**config.mk**
```make
export PLATFORM = sky130hd
export DESIGN_NAME = sbox_fill_ctrl
export DESIGN_NICKNAME = d
export VERILOG_FILES = /design/src/rtl/sbox_fill_ctrl.sv
export SDC_FILE = /design/constraint.sdc
export NUM_CORES = 1
export LEC_CHECK = 0
export BUFFER_PORTS_ARGS = -buffer_cell sky130_fd_sc_hd__buf_2
export CAP_MARGIN = 0
export CORE_MARGIN = 2
export CORE_UTILIZATION = 45
export CTS_BUF_LIST = sky130_fd_sc_hd__clkbuf_16
export CTS_CLUSTER_SIZE = 14
export DETAILED_ROUTE_END_ITERATION = 7
export PLACE_DENSITY_LB_ADDON = 0.2
export SETUP_SLACK_MARGIN = 0.05
export SLEW_MARGIN = 20
export SYNTH_ARGS = -nofsm -noshare
export SYNTH_HDL_FRONTEND = slang
export SYNTH_SLANG_ARGS = --single-unit
export TNS_END_PERCENT = 5
```
**constraint.sdc**
```tcl
create_clock -name clk -period 18.5 [get_ports clk]
set_input_delay 0.925 -clock clk [delete_from_list [all_inputs] [get_ports clk]]
set_output_delay 0.925 -clock clk [all_outputs]
set_load 0.02 [all_outputs]
```
**src/rtl/sbox_fill_ctrl.sv**
```systemverilog
// S-box fill sequencer (duplicate-rejecting permutation builder) and round-robin
// lookup arbiter. Optional inverse-table write port: define SBOX_FILL_INV_EN.
module sbox_fill_ctrl #(
  parameter int MAX_TRIES = 4096
) (
  input  logic       clk,
  input  logic       rst,
  input  logic       start,
  input  logic       cand_valid,
  input  logic [7:0] cand_data,
  output logic       cand_ready,
  output logic       sbox_we,
  output logic [7:0] sbox_waddr,
  output logic [7:0] sbox_wdata,
  output logic       busy,
  output logic       done,
  output logic       err,
  input  logic       req0,
  input  logic       req1,
  input  logic [7:0] addr0,
  input  logic [7:0] addr1,
  output logic       gnt0,
  output logic       gnt1,
  output logic [7:0] sbox_raddr,
  input  logic [7:0] sbox_rdata,
  output logic       rvalid0,
  output logic       rvalid1,
  output logic [7:0] rdata
`ifdef SBOX_FILL_INV_EN
  ,
  output logic       inv_we,
  output logic [7:0] inv_waddr,
  output logic [7:0] inv_wdata
`endif
);

  localparam logic [1:0] S_IDLE  = 2'd0;
  localparam logic [1:0] S_FILL  = 2'd1;
  localparam logic [1:0] S_SERVE = 2'd2;
  localparam logic [1:0] S_ERR   = 2'd3;

  logic [1:0]   state;
  logic [255:0] used;
  logic [8:0]   idx;
  logic [15:0]  tries;
  logic         ptr;
  logic         hs, uniq;
  logic [8:0]   idx_nx;
  logic [15:0]  tries_nx;

  assign cand_ready = (state == S_FILL);
  assign busy       = (state == S_FILL);
  assign done       = (state == S_SERVE);
  assign err        = (state == S_ERR);
  assign hs         = cand_valid & cand_ready;
  assign uniq       = hs & ~used[cand_data];
  assign idx_nx     = idx + 9'(uniq);
  assign tries_nx   = tries + 16'd1;
  assign rdata      = sbox_rdata;

  always_ff @(posedge clk or posedge rst) begin
    if (rst) begin
      state <= S_IDLE;
      used  <= '0;
      idx   <= '0;
      tries <= '0;
    end else if (start && state != S_FILL) begin
      state <= S_FILL;
      used  <= '0;
      idx   <= '0;
      tries <= '0;
    end else if (hs) begin
      tries <= tries_nx;
      idx   <= idx_nx;
      if (uniq) used[cand_data] <= 1'b1;
      // Completing the table wins over a simultaneous try-limit hit.
      if (idx_nx == 9'd256)
        state <= S_SERVE;
      else if (tries_nx == 16'(MAX_TRIES))
        state <= S_ERR;
    end
  end

  always_ff @(posedge clk or posedge rst) begin
    if (rst) begin
      sbox_we    <= 1'b0;
      sbox_waddr <= '0;
      sbox_wdata <= '0;
    end else begin
      sbox_we <= uniq;
      if (uniq) begin
        sbox_waddr <= idx[7:0];
        sbox_wdata <= cand_data;
      end
    end
  end

`ifdef SBOX_FILL_INV_EN
  always_ff @(posedge clk or posedge rst) begin
    if (rst) begin
      inv_we    <= 1'b0;
      inv_waddr <= '0;
      inv_wdata <= '0;
    end else begin
      inv_we <= uniq;
      if (uniq) begin
        inv_waddr <= cand_data;
        inv_wdata <= idx[7:0];
      end
    end
  end
`endif

  // ptr names the requester that wins a tie.
  always_comb begin
    gnt0 = 1'b0;
    gnt1 = 1'b0;
    if (state == S_SERVE) begin
      if (req0 && (!req1 || !ptr)) gnt0 = 1'b1;
      else if (req1)               gnt1 = 1'b1;
    end
  end

  assign sbox_raddr = gnt0 ? addr0 : (gnt1 ? addr1 : 8'd0);

  always_ff @(posedge clk or posedge rst) begin
    if (rst) begin
      ptr     <= 1'b0;
      rvalid0 <= 1'b0;
      rvalid1 <= 1'b0;
    end else begin
      rvalid0 <= gnt0;
      rvalid1 <= gnt1;
      if (gnt0)      ptr <= 1'b1;
      else if (gnt1) ptr <= 1'b0;
    end
  end

endmodule

```
==> Flow_metrics.wiki <==
{| class="wikitable"
! Metric !! Value
|-
| Total negative slack || 0 ns
|-
| Run status || complete, no violations
|-
| Drt drc || 0
|-
| Clock Power Share || 0.416
|-
| Top flip-flop cell by instance count after synthesis || sky130_fd_sc_hd__dfrtp_1
|-
| Met1 demand-to-capacity share in global routing || 0.331
|-
| Slew at the pin with the worst max-slew slack || 1.12 ns
|-
| Effective utilization at floorplan || 0.457
|-
| Combinational share of power || 0.109
|-
| CP required || 18.93 ns
|-
| Flip-flop and latch area || ~7600 sq um
|-
| Cell family contributing the most delay on the critical path || compound AO/OA/AOI/OAI gates
|-
| Seq/Total Area, Yosys || 0.528
|-
| Arr. time, crit path || 6.62 ns
|-
| Total congestion overflow after global routing || 0
|-
| Worst-case clock skew || 0.0206 ns
|-
| Number of flops mapped to enable cells by yosys || 0
|-
| Number of buffers created by CTS || 37
|-
| Most utilized layer in the global route result || met2
|-
| CTS-repair resized insts || 0
|-
| N_diodes || 0
|-
| Chain of cells forming the critical path || buf_4 -> buf_4 -> mux4_2 -> mux2_2 -> and2_1 -> nor4_1 -> o311ai_0 -> a211oi_4 -> ha_1 -> ha_1 -> a31oi_1 -> or4_1 -> nor2_1 -> o21ai_0 -> a21oi_1
|-
| Via density per instance || 6.55
|-
| Fraction of synthesis flops using an asynchronous set or reset pin || 1.00
|-
| Mean routed wirelength per cell || about 23 microns
|-
| Sinks on the clock net || 303
|-
| Number of warning messages in the yosys log || 0
|-
| Total wirelength of the detailed-routed design || 37.4 mm
|-
| Number of nets at the end of the flow || 1233
|-
| Total core area || 31500 sq um
|-
| Mapped Cells || 1193
|-
| Net count of the mapped netlist || about 1200
|-
| CP max-delay cell || sky130_fd_sc_hd__a211oi_4
|-
| Peak VDD IR || 69.5 uV
|-
| Cell types with the largest area share after synthesis || sky130_fd_sc_hd__dfrtp_1, sky130_fd_sc_hd__a32o_1, sky130_fd_sc_hd__mux4_2
|-
| Number of global-route vias before repair || 10400
|-
| Worst setup SP type || input pin
|-
| Maximum buffer depth of the clock tree || 3
|-
| Global Route met2 Usage || 0.351
|-
| Final setup violating endpoints || 0
|-
| Total of fill cells in the finished design || between 2000 and 3000
|-
| Global-route wire length before repair || 59.8 mm
|-
| Internal || 1.11 mW
|-
| Width of the die || 183 microns
|-
| Sw frac || 0.263
|-
| Fraction of final layout cells with drive strength greater than 1 || 0.200
|-
| Fraction of the cycle the final worst path needs || 0.335
|-
| Tot GR Track Use || 0.227
|-
| Final Total Pwr || between 1.5 and 2 mW
|-
| Footprint of the multi-input gates || 6180 sq um
|-
| Final hold violation count || 0
|-
| Count of state elements after synthesis || 303
|-
| Maximum net fanout on the critical path || 47
|-
| Max_slew headroom || 0.252
|-
| Period minus WS final || 6.19 ns
|-
| Remaining antenna violation count || 0
|-
| Count of different cell masters after synthesis || 54
|-
| Critical path capture point type || register
|-
| Count of port buffers added during placement || 62
|-
| Worst Hold Class || register to register
|-
| Die Area || roughly 33000 sq um
|-
| IO Pins || a little under 80
|-
| Upper clock frequency limit || between 150 and 200 MHz
|-
| CTS tree || yes
|-
| DRT Pass-1 Iters || 6
|-
| Pre-CTS WS || 11.76 ns
|-
| Unrepaired setup endpoints after global routing || false
|-
| Met3 track demand over resource || 0.0365
|-
| Crit path setup slack, layout || 12.31 ns
|-
| H-tree levels || 2
|-
| Slowest cell delay on critical path || 0.93 ns
|-
| Mapped Area || 14400 sq um
|-
| Total count of max-transition violations in the final report || 0
|-
| Library cell occupying the most area in the post-synthesis netlist || sky130_fd_sc_hd__dfrtp_1
|-
| Worst Path Buf+Inv || 2
|-
| Maximum capacitance violations || 0
|-
| Clk slew on worst S/H paths || 0.06 ns
|-
| Vert. Die Dim || 183 microns
|-
| Static leakage || 6.90 nW
|-
| Average size of a mapped cell || 12.0 sq um
|-
| Floorplan row count || 65
|-
| Half-perimeter wire length after placement || ~22 mm
|-
| Area delta synth->final || 10.7%
|-
| Filler-free cell count of the finished design || approximately 1600
|-
| Class of the most critical setup path || input pin to register
|-
| # placed instances || 1555
|-
| Clock Root Buffer || sky130_fd_sc_hd__clkbuf_16
|-
| Antenna violations before repair || 1
|-
| First DRT Iteration DRCs || 1029
|-
| Sequential share of power || 0.475
|-
| Worst hold slack || 0.473 ns
|-
| Clock Latency Late Sink || 0.51 ns
|-
| Hold-fix buffers at CTS || 0
|-
| Number of setup buffers added after CTS || 0
|-
| Via count || 10600
|-
| Routability-driven placement congestion ratio || 0.791
|-
| Switching power summed over all nets || 0.396 mW
|-
| Fraction of synthesized cell area taken by the top area cell type || 0.528
|-
| Maximum number of pins on one net before global-route repair || 104
|-
| Total power per unit cell area || 94.6 nW/um^2
|}
==> placed cells by master (no fill, tap or decap), types with 10 or more instances in the layout <==
cell and n:
sky130_fd_sc_hd__dfrtp_1 303, sky130_fd_sc_hd__a32o_1 192, sky130_fd_sc_hd__nand2_1 100, sky130_fd_sc_hd__o21ai_0 85, sky130_fd_sc_hd__buf_2 61, sky130_fd_sc_hd__mux4_2 58, sky130_fd_sc_hd__nor2_1 57, sky130_fd_sc_hd__clkbuf_16 37
sky130_fd_sc_hd__buf_4 34, sky130_fd_sc_hd__mux2_2 24, sky130_fd_sc_hd__a21oi_1 23, sky130_fd_sc_hd__inv_1 18, sky130_fd_sc_hd__a22oi_1 17, sky130_fd_sc_hd__a22o_1 16, sky130_fd_sc_hd__mux2i_1 15, sky130_fd_sc_hd__nand3_1 14
sky130_fd_sc_hd__nor3_1 12, sky130_fd_sc_hd__nand2b_1 10
==> worst min-delay path: cells and delay by family (launching register included) <==
| kind | cells | cell delay, ns |
|---|---|---|
| AO/OA/AOI/OAI | 1 | 0.06 |
| flip-flops | 1 | 0.33 |
| AND/OR/NAND/NOR | 1 | 0.04 |
==> area by class of cell <==
cell class	instances	area share
Clock inverter	22	0.00606
Inverter	11	0.00307
Multi-Input combinational cell	743	0.389
Sequential cell	303	0.477
Tap cell	402	0.0316
Clock buffer	37	0.0582
Timing Repair Buffer	96	0.0359
==> power groups by stage <==
stage	registers, mW	logic (mW)	clock network (mW)
4_1_cts	0.715	0.165	0.640
3_3_place_gp	0.726	0.162	0
5_1_grt	0.719	0.180	0.670
6_report	0.715	0.164	0.625
2_1_floorplan	0.727	0.118	0
3_5_place_dp	0.726	0.165	0
==> path summary, 6_finish.rpt <==
| kind | endpoint | cells after the start | from | slack [ns] |
|---|---|---|---|---|
| worst max register to register | state[1] | 13 | used[239] | 13.82 |
| worst min register to register | used[30] | 2 | used[30] | 0.47 |
| worst min-delay path | used[30] | 2 | used[30] | 0.47 |
| min in group asynchronous | sbox_wdata[2] | 2 | rst | 0.55 |
| max in group asynchronous | used[204] | 3 | rst | 16.50 |
| worst max-delay path | state[1] | 15 | cand_data[0] | 12.31 |
==> stage by stage <==
step | instance area (sq um) | util
final | 15900 | 0.505
after global placement | 14900 | 0.472
after CTS | 15900 | 0.505
after global routing | 15900 | 0.505
after detailed placement | 14900 | 0.472
after floorplan | 14400 | -
==> cell families (layout without fill, tap and decap cells) <==
| logic type | count (synthesis) | count (layout) | share of synthesized area |
|---|---|---|---|
| compound gates | 374 | 374 | 0.213 |
| simple gates | 257 | 257 | 0.0822 |
| fa+ha+maj | 3 | 3 | 0.00261 |
| mux | 97 | 97 | 0.120 |
| flops | 303 | 303 | 0.528 |
| buf+inv | 147 | 166 | 0.0474 |
| xor+xnor | 12 | 12 | 0.00731 |
==> synthesized netlist by cell type, drive strengths merged, types with 2 or more instances <==
library cell	count
a2111oi	3
a211oi	4
a21oi	23
a22o	16
a22oi	17
a31oi	7
a32o	192
and2	8
and3	6
and4	2
buf	48
clkbuf	88
dfrtp	303
ha	3
inv	11
mux2	24
mux2i	15
mux4	58
nand2	100
nand2b	11
nand3	14
nand3b	3
nand4	4
nor2	65
nor2b	8
nor3	17
nor3b	3
nor4	4
o211ai	4
o21a	4
o21ai	85
o2bb2ai	3
o311ai	2
o31ai	5
o41ai	2
or2	2
or3	4
or4	3
xnor2	5
xor2	7
==> state kept, by name, indices dropped and copies added (netlist names) <==
| register | count |
|---|---|
| sbox_wdata | 8 |
| ptr | 1 |
| rvalid0 | 1 |
| state | 2 |
| rvalid1 | 1 |
| tries | 16 |
| sbox_waddr | 8 |
| sbox_we | 1 |
| idx | 9 |
| used | 256 |
==> per-layer routing <==
layer / share of wire / routed length [microns] / vias up
met4: 0.025 / 933 / 2
met1: 0.46 / 17100 / 5521
met3: 0.056 / 2090 / 70
met2: 0.46 / 17300 / 346
li1: - / - / 4639
met5: 0.00021 / 8 / -
Power figures use the tool's default switching activity.
